===== config.mk =====
export PLATFORM = sky130hd
export DESIGN_NAME = input_logic
export DESIGN_NICKNAME = d
export VERILOG_FILES = /design/src/rtl/input_logic.sv
export SDC_FILE = /design/constraint.sdc
export NUM_CORES = 1
export LEC_CHECK = 0
export ABC_AREA = 1
export CAP_MARGIN = 20
export CELL_PAD_IN_SITES_DETAIL_PLACEMENT = 1
export CELL_PAD_IN_SITES_GLOBAL_PLACEMENT = 1
export CORE_ASPECT_RATIO = 0.8
export CORE_MARGIN = 2
export CORE_UTILIZATION = 30
export CTS_BUF_LIST = sky130_fd_sc_hd__clkbuf_2 sky130_fd_sc_hd__clkbuf_4 sky130_fd_sc_hd__clkbuf_8
export DETAILED_ROUTE_END_ITERATION = 8
export PLACE_DENSITY = 0.69
export SETUP_SLACK_MARGIN = 0.2
export SLEW_MARGIN = 5
export SYNTH_ARGS = -nofsm -noshare
export SYNTH_HDL_FRONTEND = slang
export SYNTH_SLANG_ARGS = --single-unit

===== constraint.sdc =====
create_clock -name CLK -period 2.4 [get_ports CLK]
set_input_delay 0.24 -clock CLK [delete_from_list [all_inputs] [get_ports CLK]]
set_output_delay 0.24 -clock CLK [all_outputs]
set_load 0.005 [all_outputs]

===== src/rtl/input_logic.sv =====
// input_logic: front-panel input block.
// Synchronises the raw switches and push-buttons, debounces each button,
// turns debounced presses into one-cycle events, latches the switch value
// into DIN on a LOAD press, and runs a two-state Run/DONE handshake.
module input_logic #(
    parameter int DATA_W    = 10,
    parameter int DB_CYCLES = 500000
) (
    input  logic              CLK,
    input  logic              RSTb,
    input  logic [DATA_W-1:0] SW,
    input  logic              KEY_LOADb,
    input  logic              KEY_RUNb,
    input  logic              KEY_PEEKb,
    input  logic              DONE,
    output logic [DATA_W-1:0] DIN,
    output logic              RUN,
    output logic              PEEKb,
    output logic              LOAD_P,
    output logic              BUSY
);

    // Key index map inside the packed key vectors
    localparam int NKEYS    = 3;
    localparam int KEY_LOAD = 0;
    localparam int KEY_RUN  = 1;
    localparam int KEY_PEEK = 2;

    // Counter only has to reach DB_CYCLES-1, so ceil(log2(DB_CYCLES)) bits suffice
    localparam int                CNT_W    = $clog2(DB_CYCLES);
    localparam logic [CNT_W-1:0]  CNT_LAST = CNT_W'(DB_CYCLES - 1);

    // Run/DONE handshake states
    localparam logic [0:0] ST_IDLE = 1'b0;
    localparam logic [0:0] ST_WAIT = 1'b1;

    logic [NKEYS-1:0]  w_key_raw;
    logic [NKEYS-1:0]  r_key_s1;
    logic [NKEYS-1:0]  r_key_s2;
    logic [DATA_W-1:0] r_sw_s1;
    logic [DATA_W-1:0] r_sw_s2;
    logic [NKEYS-1:0]  w_db_state;
    logic [NKEYS-1:0]  w_press;
    logic [0:0]        r_fsm;
    logic [0:0]        w_fsm_next;
    logic              w_busy;
    logic [DATA_W-1:0] r_din;
    logic              r_load_p;
    logic              r_peekb;

    assign w_key_raw = {KEY_PEEKb, KEY_RUNb, KEY_LOADb};

    // Two-flop synchronisers; keys reset to the released level
    always_ff @(posedge CLK or negedge RSTb) begin
        if (!RSTb) begin
            r_key_s1 <= '1;
            r_key_s2 <= '1;
            r_sw_s1  <= '0;
            r_sw_s2  <= '0;
        end else begin
            r_key_s1 <= w_key_raw;
            r_key_s2 <= r_key_s1;
            r_sw_s1  <= SW;
            r_sw_s2  <= r_sw_s1;
        end
    end

    generate
        for (genvar gi = 0; gi < NKEYS; gi++) begin : g_key
            logic [CNT_W-1:0] r_cnt;
            logic             r_state;
            logic             r_prev;

            // Debounce: a new level is accepted only after DB_CYCLES consecutive
            // mismatching samples; any sample agreeing with the current state restarts it
            always_ff @(posedge CLK or negedge RSTb) begin
                if (!RSTb) begin
                    r_cnt   <= '0;
                    r_state <= 1'b1;
                    r_prev  <= 1'b1;
                end else begin
                    r_prev <= r_state;
                    if (r_key_s2[gi] == r_state) begin
                        r_cnt <= '0;
                    end else if (r_cnt == CNT_LAST) begin
                        r_state <= r_key_s2[gi];
                        r_cnt   <= '0;
                    end else begin
                        r_cnt <= r_cnt + 1'b1;
                    end
                end
            end

            assign w_db_state[gi] = r_state;
            // Press event: debounced level just fell 1->0; releases make no event
            assign w_press[gi]    = r_prev & ~r_state;
        end
    endgenerate

    assign w_busy = (r_fsm == ST_WAIT);

    // Next-state logic: DONE has priority in WAIT, RUN presses are ignored there
    always_comb begin
        w_fsm_next = r_fsm;
        case (r_fsm)
            ST_IDLE: if (w_press[KEY_RUN]) w_fsm_next = ST_WAIT;
            ST_WAIT: if (DONE)             w_fsm_next = ST_IDLE;
            default:                       w_fsm_next = ST_IDLE;
        endcase
    end

    // State register; reset drops RUN/BUSY immediately
    always_ff @(posedge CLK or negedge RSTb) begin
        if (!RSTb) begin
            r_fsm <= ST_IDLE;
        end else begin
            r_fsm <= w_fsm_next;
        end
    end

    // DIN latch and peek level; LOAD presses are dropped while busy so DIN
    // stays stable for the whole operation
    always_ff @(posedge CLK or negedge RSTb) begin
        if (!RSTb) begin
            r_din    <= '0;
            r_load_p <= 1'b0;
            r_peekb  <= 1'b1;
        end else begin
            r_load_p <= w_press[KEY_LOAD] & ~w_busy;
            if (w_press[KEY_LOAD] && !w_busy) begin
                r_din <= r_sw_s2;
            end
            r_peekb <= w_db_state[KEY_PEEK];
        end
    end

    assign DIN    = r_din;
    assign LOAD_P = r_load_p;
    assign PEEKb  = r_peekb;
    assign RUN    = w_busy;
    assign BUSY   = w_busy;

endmodule


==> metrics.txt <==
outcome finished clean; antenna cell count 0; Async SR Flop Fraction 100%; DRT iter0 DRCs ~140; fin nets slightly above 600; vias ~3.5k; most frequent cell after synthesis nor2_1; Tightest Pin Transition between 0.5 and 0.6 ns; clock sinks approximately 100; type of origin of the critical path flop; FF+latch area between 2000 and 3000 µm²; Worst path top cell family by delay flip-flops; routed len/inst between 10 and 15 µm; I/O pin count 30; number of global-route vias before repair 3,687; Peak VDD IR between 0.0002 and 0.0003 V; switching part of the total about 26%; Clock Power Share ~37%; relative slew slack between 60% and 70%; CP arrival roughly 1.4 ns; Placer Congestion around 0.8; Antenna Nets Post-Route 0; post-DP HPWL 8150 µm; flops & latches, synth slightly above 100; Clock Skews 0.0167 ns; Synth warnings 0; FILL cells 1,835; internal power 0.00220 W; slowest stage cell, crit path dfstp_2; Synth area leader dfrtp_1; layout cell share with drive strength beyond 1 about an eighth; drt drc 0; ranking of synthesized cells by area dfrtp_1 (47%), nor2_1 (10%), nand2_1 (9.3%); Worst Path Required around 2.2 ns; Critical Path Fanout Max 1; Top FF cell, synth dfrtp_1; final max-slew violation count 0; Final setup viols 0; sequential power share roughly 60%; Final Hold Fails 0; Seq/Total Area, Yosys ~54%; Crit path largest cell delay roughly 0.55 ns; top cells by count, synth nor2_1 (129), nand2_1 (117), dfrtp_1 (89); Die Area 16,700 µm²; clk_lat worst skew 0.37 ns; top-area cell type share of the netlist area 47.2%; Mapped Nets about 570; Cell Chain, Critical Path clkdlybuf4s50_1; Comb power frac under 10%; setup TNS 0 ns; GR Overflow Total 0; number of synthesized flops with an enable pin 0; total track usage a little over an eighth; num rows 40; Root Driver clkbuf_8; Synth Cell Area 4710 µm²; clock buffer depth 2; post_cts resized 0; area of the multi-input gates 1950 µm²; Area Growth Syn to Fin 16.7%; synthesized instance count 546; Initial Utilization 31.0%; WL final around 11,000 µm; Buf+Inv Stages, Crit Path 1; total CTS buffers 9; syn_area_per_cell around 8.6 µm²; post-synth cell types 31; Lkg Pwr about 2.3 nW; Setup crit end kind primary output; Chip Width roughly 140 µm; Setup WS pre-CTS 0.924 ns; DR pass1 iterations 4; CTS H-tree lvls 3; Worst Path Class, Setup reg2out; CTS tree done; Core Box Area 15,200 µm²; Clock Pin Slew Worst Setup and Hold Paths 0.11 ns; die height approximately 120 µm; Max-Cap Viols 0; minimum clock period after layout 1.66 ns; achievable clock frequency between 600 and 700 MHz; fin crit share ~69%; smallest setup slack after layout 0.739 ns; largest net degree at the start of global routing 47; HP Class in2reg; initial antenna violation count 0; DR vias/cell about 4.4; Switch Pwr 0.000771 W; global-route wire length before repair roughly 18,000 µm; number of port buffers 29; RSZ-0062 raised after global routing false; PwrDens between 500 and 600 nW/µm²
## worst paths after layout
check | from | to | slack [ns] | depth (start not counted)
worst max-delay path | PEEKb | PEEKb | 0.74 | 1
worst min-delay path | KEY_PEEKb | r_key_s1[2] | 0.27 | 1
worst max register to register | g_key[0].r_cnt[0] | g_key[0].r_cnt[16] | 0.91 | 8
worst min register to register | r_key_s1[1] | r_key_s2[1] | 0.36 | 0
max in group asynchronous | RSTb | r_key_s1[1] | 1.27 | 3
min in group asynchronous | RSTb | g_key[0].r_cnt[13] | 0.38 | 2
## cell families (layout without fill, tap and decap cells)
logic type               after synthesis  count (layout)  synth area share [%]
buffers and inverters                 56             101                  4.62
XOR/XNOR                              31              31                  6.24
AO/OA/AOI/OAI                         23              23                  2.55
flip-flops                           101             101                  53.9
adder cells (fa/ha/maj)                3               3                 0.796
AND/OR/NAND/NOR                      332             332                  31.9
## layout make-up
class | instances | area share [%]
Sequential cell | 101 | 46.2
Multi-Input combinational cell | 389 | 35.5
Timing Repair Buffer | 33 | 6.05
Tap cell | 210 | 4.77
Inverter | 52 | 3.55
Clock buffer | 9 | 2.25
Clock inverter | 7 | 1.66
## layer usage
metal,track usage (%),share of wire (%),vias up
met1,18.7,51,1719
met5,0,0,-
met3,2.67,2.5,7
li1,-,-,1763
met4,2.72,0.58,0
met2,22.2,46,34
## cells in the final DEF (no fill, tap or decap), types with 2 or more instances in the layout
master	instances
clkbuf_8	9
xor2_2	3
ha_1	3
xor2_1	18
inv_2	8
nand3_1	38
nor2_1	129
o22ai_1	2
nand3_2	3
clkinv_8	4
nand2_2	8
nand2_4	3
inv_1	44
nand2_1	117
nor2_4	11
inv_6	2
o21ai_1	6
dfstp_2	12
o21ai_0	4
nand4_1	4
clkdlybuf4s50_1	28
a21oi_1	10
dfrtp_1	89
nor2_2	9
and2_1	2
nor3_1	2
xnor2_1	10
buf_4	3
nor3b_1	2
## through the flow
step / instances / hold slack, ns / utilization (%) / total power (W) / area, µm²
after global placement: 784 / 0.251 / 34.7 / 0.00190 / 5280
after floorplan: 546 / -0.0556 / - / 0.00182 / 4710
after CTS: 801 / 0.256 / 36.2 / 0.00302 / 5500
after detailed placement: 784 / 0.260 / 34.7 / 0.00191 / 5280
after global routing: 801 / 0.250 / 36.2 / 0.00312 / 5500
final: 801 / 0.271 / 36.2 / 0.00297 / 5500
## power groups by stage
stage / sequential, W / combinational [W] / clock (W)
floorplan: 0.00179 / 0.0000385 / 0
detailed placement: 0.00179 / 0.000119 / 0
finish: 0.00176 / 0.000116 / 0.00110
global placement: 0.00179 / 0.000114 / 0
CTS: 0.00176 / 0.000121 / 0.00114
global route: 0.00176 / 0.000132 / 0.00122
## sequential cells by signal, indices dropped and copies added (netlist names)
| register | cells |
|---|---|
| r_key_s1 | 3 |
| g_key.r_state | 3 |
| PEEKb | 1 |
| LOAD_P | 1 |
| BUSY | 1 |
| g_key.r_prev | 2 |
| DIN | 10 |
| r_key_s2 | 3 |
| r_sw_s1 | 10 |
| g_key.r_cnt | 57 |
| r_sw_s2 | 10 |
## repair_timing
action	in CTS	in global routing
hold buffers	1	0
endpoints found under the hold margin	26	0
buffers inserted	0	0
No activity file was read; power rests on OpenSTA's default activity.
